<file path="config.mk">
export PLATFORM = sky130hd
export DESIGN_NAME = tl_xing_buffer
export DESIGN_NICKNAME = d
export VERILOG_FILES = /design/src/rtl/tl_xing_buffer.sv
export SDC_FILE = /design/constraint.sdc
export NUM_CORES = 1
export LEC_CHECK = 0
export CAP_MARGIN = 10
export CORE_MARGIN = 2
export CORE_UTILIZATION = 40
export CTS_BUF_LIST = sky130_fd_sc_hd__clkbuf_16
export CTS_CLUSTER_DIAMETER = 120
export DETAILED_ROUTE_END_ITERATION = 7
export PLACE_DENSITY = 0.67
export SLEW_MARGIN = 20
export SYNTH_ARGS = -nofsm -noshare
export SYNTH_HDL_FRONTEND = slang
export SYNTH_SLANG_ARGS = --single-unit
export TNS_END_PERCENT = 20
</file>
<file path="constraint.sdc">
create_clock -name clock -period 16.95 [get_ports clock]
set_clock_uncertainty 0.2 [all_clocks]
set_input_delay 1.695 -clock clock [delete_from_list [all_inputs] [get_ports clock]]
set_output_delay 1.695 -clock clock [all_outputs]
set_load 0.01 [all_outputs]
</file>
<file path="src/rtl/tl_xing_buffer.sv">
// TileLink-UL decoupling buffer between the width widget and the bus crossing.
// Independent circular FIFOs on the A channel (widget -> crossing) and the
// D channel (crossing -> widget). Ready and valid come only from registered
// occupancy, so no combinational valid/ready path crosses the buffer.

module tl_xing_fifo #(
   parameter int WIDTH = 1,
   parameter int DEPTH = 2
) (
   input  logic             clock,
   input  logic             reset,
   input  logic             enq_valid,
   output logic             enq_ready,
   input  logic [WIDTH-1:0] enq_bits,
   output logic             deq_valid,
   input  logic             deq_ready,
   output logic [WIDTH-1:0] deq_bits
);

   localparam int CW = $clog2(DEPTH + 1);
   localparam int PW = (DEPTH > 1) ? $clog2(DEPTH) : 1;

   logic [WIDTH-1:0] storage [DEPTH];
   logic [PW-1:0]    enq_ptr;
   logic [PW-1:0]    deq_ptr;
   logic [CW-1:0]    count;
   logic             enq_fire;
   logic             deq_fire;

   // Depth need not be a power of two, so wrap explicitly at DEPTH-1.
   function automatic logic [PW-1:0] ptr_inc(input logic [PW-1:0] p);
      return (p == PW'(DEPTH - 1)) ? '0 : p + PW'(1);
   endfunction

   // A full FIFO refuses input even while it is draining; no bypass either way.
   assign enq_ready = (count != CW'(DEPTH));
   assign deq_valid = (count != '0);
   assign enq_fire  = enq_valid & enq_ready;
   assign deq_fire  = deq_valid & deq_ready;
   assign deq_bits  = storage[deq_ptr];

   // Pointer and occupancy bookkeeping; reset discards everything in flight.
   always_ff @(posedge clock) begin
      if (reset) begin
         enq_ptr <= '0;
         deq_ptr <= '0;
         count   <= '0;
      end else begin
         if (enq_fire) enq_ptr <= ptr_inc(enq_ptr);
         if (deq_fire) deq_ptr <= ptr_inc(deq_ptr);
         case ({enq_fire, deq_fire})
            2'b10:   count <= count + CW'(1);
            2'b01:   count <= count - CW'(1);
            default: count <= count;
         endcase
      end
   end

   // Payload storage carries no reset; contents are only read while valid.
   always_ff @(posedge clock) begin
      if (!reset && enq_fire) storage[enq_ptr] <= enq_bits;
   end

endmodule

module tl_xing_buffer #(
   parameter int A_DEPTH = 2,
   parameter int D_DEPTH = 2
) (
   input  logic         clock,
   input  logic         reset,
   input  logic         in_a_valid,
   output logic         in_a_ready,
   input  logic [120:0] in_a_bits,
   output logic         out_a_valid,
   input  logic         out_a_ready,
   output logic [120:0] out_a_bits,
   input  logic         out_d_valid,
   output logic         out_d_ready,
   input  logic [82:0]  out_d_bits,
   output logic         in_d_valid,
   input  logic         in_d_ready,
   output logic [82:0]  in_d_bits,
   output logic         idle
);

   tl_xing_fifo #(.WIDTH(121), .DEPTH(A_DEPTH)) u_a_fifo (
      .clock     (clock),
      .reset     (reset),
      .enq_valid (in_a_valid),
      .enq_ready (in_a_ready),
      .enq_bits  (in_a_bits),
      .deq_valid (out_a_valid),
      .deq_ready (out_a_ready),
      .deq_bits  (out_a_bits)
   );

   tl_xing_fifo #(.WIDTH(83), .DEPTH(D_DEPTH)) u_d_fifo (
      .clock     (clock),
      .reset     (reset),
      .enq_valid (out_d_valid),
      .enq_ready (out_d_ready),
      .enq_bits  (out_d_bits),
      .deq_valid (in_d_valid),
      .deq_ready (in_d_ready),
      .deq_bits  (in_d_bits)
   );

   // Output valids are exactly "count != 0", so idle stays registered-state only.
   assign idle = ~out_a_valid & ~in_d_valid;

endmodule

</file>
==> impl_metrics.csv <==
group,metric,value,unit
timing,setup_viol,0,
timing,relSlewSlack,32.8,%
layout,areaGrowthSynthToFinish,40.7,%
outcome,status,"finished, final reports clean",
timing,min_period,5180,ps
routing,dr.first_iter.drc_count,283,
floorplan,die_area,39400,um2
floorplan,core,37500,um2
global_route,antenna_found_initial,5,
timing,slew_viol_final,0,
timing,final.period_utilization,30.5,%
floorplan,start_util,40.4,%
clock_network,cts_root_buf,"clkbuf_16",
global_route,grt_pass1_vias,8197,
logic_synthesis,synth_fp_nets,900,
routing,ant_nets,0,
timing,worst_pin_slew,1010,ps
worst_setup_path,crit_type,"flip-flop to primary output",
logic_synthesis,synthCells,688,
layout,fin_area,21300,um2
timing,rsz0062_at_grt,"no",
floorplan,fp.dieH,199,um
clock_network,cts_sinks,418,
worst_setup_path,slowest_stage,"dfxtp_4",
worst_setup_path,cp-start-kind,"flip-flop",
logic_synthesis,yosysSeqAreaShare,82.2,%
routing,dr.pass1.iters,4,
worst_setup_path,slowest_delay,930,ps
logic_synthesis,synth-seq-cells,418,
clock_network,insertion_delay,540,ps
timing,fin_tns_setup,0,ps
placed_design,place_area,19900,um2
routing,wire_per_inst,20.4,um
placed_design,portBuffers,418,
worst_hold_path,min_path_type,"flip-flop to flip-flop",
routing,drc,0,
worst_setup_path,arrival,3280,ps
clock_network,numCtsBuffers,44,
pwr,p_leak,7.09,nW
worst_hold_path,min-delay-start,"u_a_fifo.count[1]$_SDFFE_PP0P_",
placed_design,dpl.hpwl,23.1,mm
logic_synthesis,syn_area,15100,um2
layout,layout-drive-gt1-share,24.3,%
clock_network,cts_buffer_depth,3,
pwr,power.total,2.96,mW
timing,max_freq,193,MHz
global_route,grt_max_degree,73,
layout,nNetsFinal,1351,
clock_network,hold_buffers,0,
logic_synthesis,synth_top_area_share,80.9,%
global_route,grt_pass1_wl,49.1,mm
pwr,peakVddDrop,94.0,uV
floorplan,die_width,199,um
pwr,p_per_area,139,nW/um2
global_route,grt_use_total,16.8,%
flow_run,maxCapViolCount,0,
logic_synthesis,avgSynthCellArea,22.0,um2
worst_setup_path,reg2reg_from,"u_a_fifo.count[0]$_SDFFE_PP0P_",
worst_setup_path,endpoint_kind,"primary output",
routing,totalWireLength,34.5,mm
layout,final_cell_mix,"clkdlybuf4s50_1 (418), edfxtp_1 (408), mux2_2 (204)",
routing,vias,7958,
global_route,grt-ovfl-total,0,
timing,hold_viol_final,0,
layout,final_common_cell,"clkdlybuf4s50_1",
logic_synthesis,synth.area.top_cells,"edfxtp_1 (81%), mux2_2 (15%), dfxtp_1 (1.3%)",
floorplan,row_count,71,
worst_setup_path,cp_cell_sequence,"buf_4 > mux2_2 > clkdlybuf4s50_1",
layout,fill_cells,2943,
logic_synthesis,ys.warnings.count,0,
clock_network,htree_levels,2,
worst_setup_path,crit_required,15050,ps
routing,vias_per_cell,4.71,
floorplan,io_pins,419,
worst_setup_path,crit_fanout,66,
logic_synthesis,synth_cell_types,20,
clock_network,postCtsResizedCells,0,
clock_network,path_clk_slew,60,ps
placed_design,gp_congestion,0.782,
clock_network,cts_tree,"yes",
clock_network,post_cts_buffers,0,
logic_synthesis,synth_top_cell_by_area,"edfxtp_1",
[cell type report]
| type | instances | area (um2) | share of cell area (%) |
|---|---|---|---|
| Tap cell | 511 | 639 | 3.00 |
| Clock buffer | 45 | 1130 | 5.29 |
| Sequential cell | 418 | 12500 | 58.5 |
| Antenna cell | 3 | 7.51 | 0.0352 |
| Inverter | 4 | 15.0 | 0.0705 |
| Timing Repair Buffer | 428 | 4260 | 20.0 |
| Multi-Input combinational cell | 243 | 2560 | 12.0 |
| Clock inverter | 37 | 236 | 1.11 |
[per-layer routing]
metal / GRT usage, % / share of wire [%] / up-vias
met2: 30.3 / 54 / 217
met3: 3.85 / 5.4 / 61
li1: - / - / 3650
met5: 0 / 0.026 / -
met1: 19.3 / 38 / 4028
met4: 6.33 / 2.3 / 2
[registers in the layout (all words and copies together) (netlist names), named ones only]
| signal | flops |
|---|---|
| u_a_fifo.count | 2 |
| u_a_fifo.deq_ptr | 1 |
| u_a_fifo.enq_ptr | 1 |
| u_a_fifo.storage | 242 |
| u_d_fifo.count | 2 |
| u_d_fifo.deq_ptr | 1 |
| u_d_fifo.enq_ptr | 1 |
| u_d_fifo.storage | 166 |
[critical path: cells and delay by family, from the launching register on]
family                 cells  cell delay, ps
flip-flops                 1             930
buffers and inverters      2            1250
multiplexers               1             410
[stage by stage]
stage / cells / setup WS (ps) / util (%) / hold WS (ps)
detailed placement: 1604 / 12110 / 53.2 / 302
global route: 1689 / 11590 / 56.8 / 341
global placement: 1604 / 12110 / 53.2 / 287
finish: 1689 / 11770 / 56.8 / 318
CTS: 1686 / 11690 / 56.8 / 320
floorplan: 688 / 5450 / - / 267
[cell families after synthesis]
kind of cell / after synthesis / synth area share [%]
AND/OR/NAND/NOR: 21 / 0.719
flip-flops: 418 / 82.2
buffers and inverters: 27 / 1.00
AO/OA/AOI/OAI: 10 / 0.364
multiplexers: 204 / 15.2
adder cells (fa/ha/maj): 2 / 0.165
XOR/XNOR: 6 / 0.347
[worst paths after layout]
check | slack [ps] | endpoint | depth (start not counted)
worst max-delay path | 11770 | out_a_bits[29] | 3
worst min-delay path | 320 | u_a_fifo.count[1]$_SDFFE_PP0P_ | 2
worst max register to register | 13960 | u_a_fifo.storage[1][65]$_DFFE_PP_ | 6
worst min register to register | 320 | u_a_fifo.count[1]$_SDFFE_PP0P_ | 2
[power by group]
group          internal [mW]  switching (mW)
logic                  0.454           0.318
registers               1.24          0.0548
clock network          0.515           0.383
[cell usage after synthesis (all sizes together)]
| cell type | number |
|---|---|
| o21ai | 4 |
| dfxtp | 10 |
| buf | 22 |
| or2 | 2 |
| a21oi | 4 |
| nor2 | 7 |
| xor2 | 2 |
| inv | 4 |
| o21a | 2 |
| mux2 | 204 |
| nor3b | 2 |
| ha | 2 |
| nor3 | 2 |
| or3 | 4 |
| nor2b | 2 |
| clkbuf | 1 |
| xnor2 | 4 |
| nand2 | 2 |
| edfxtp | 408 |
Note: power is estimated with default switching activity, not from simulation.
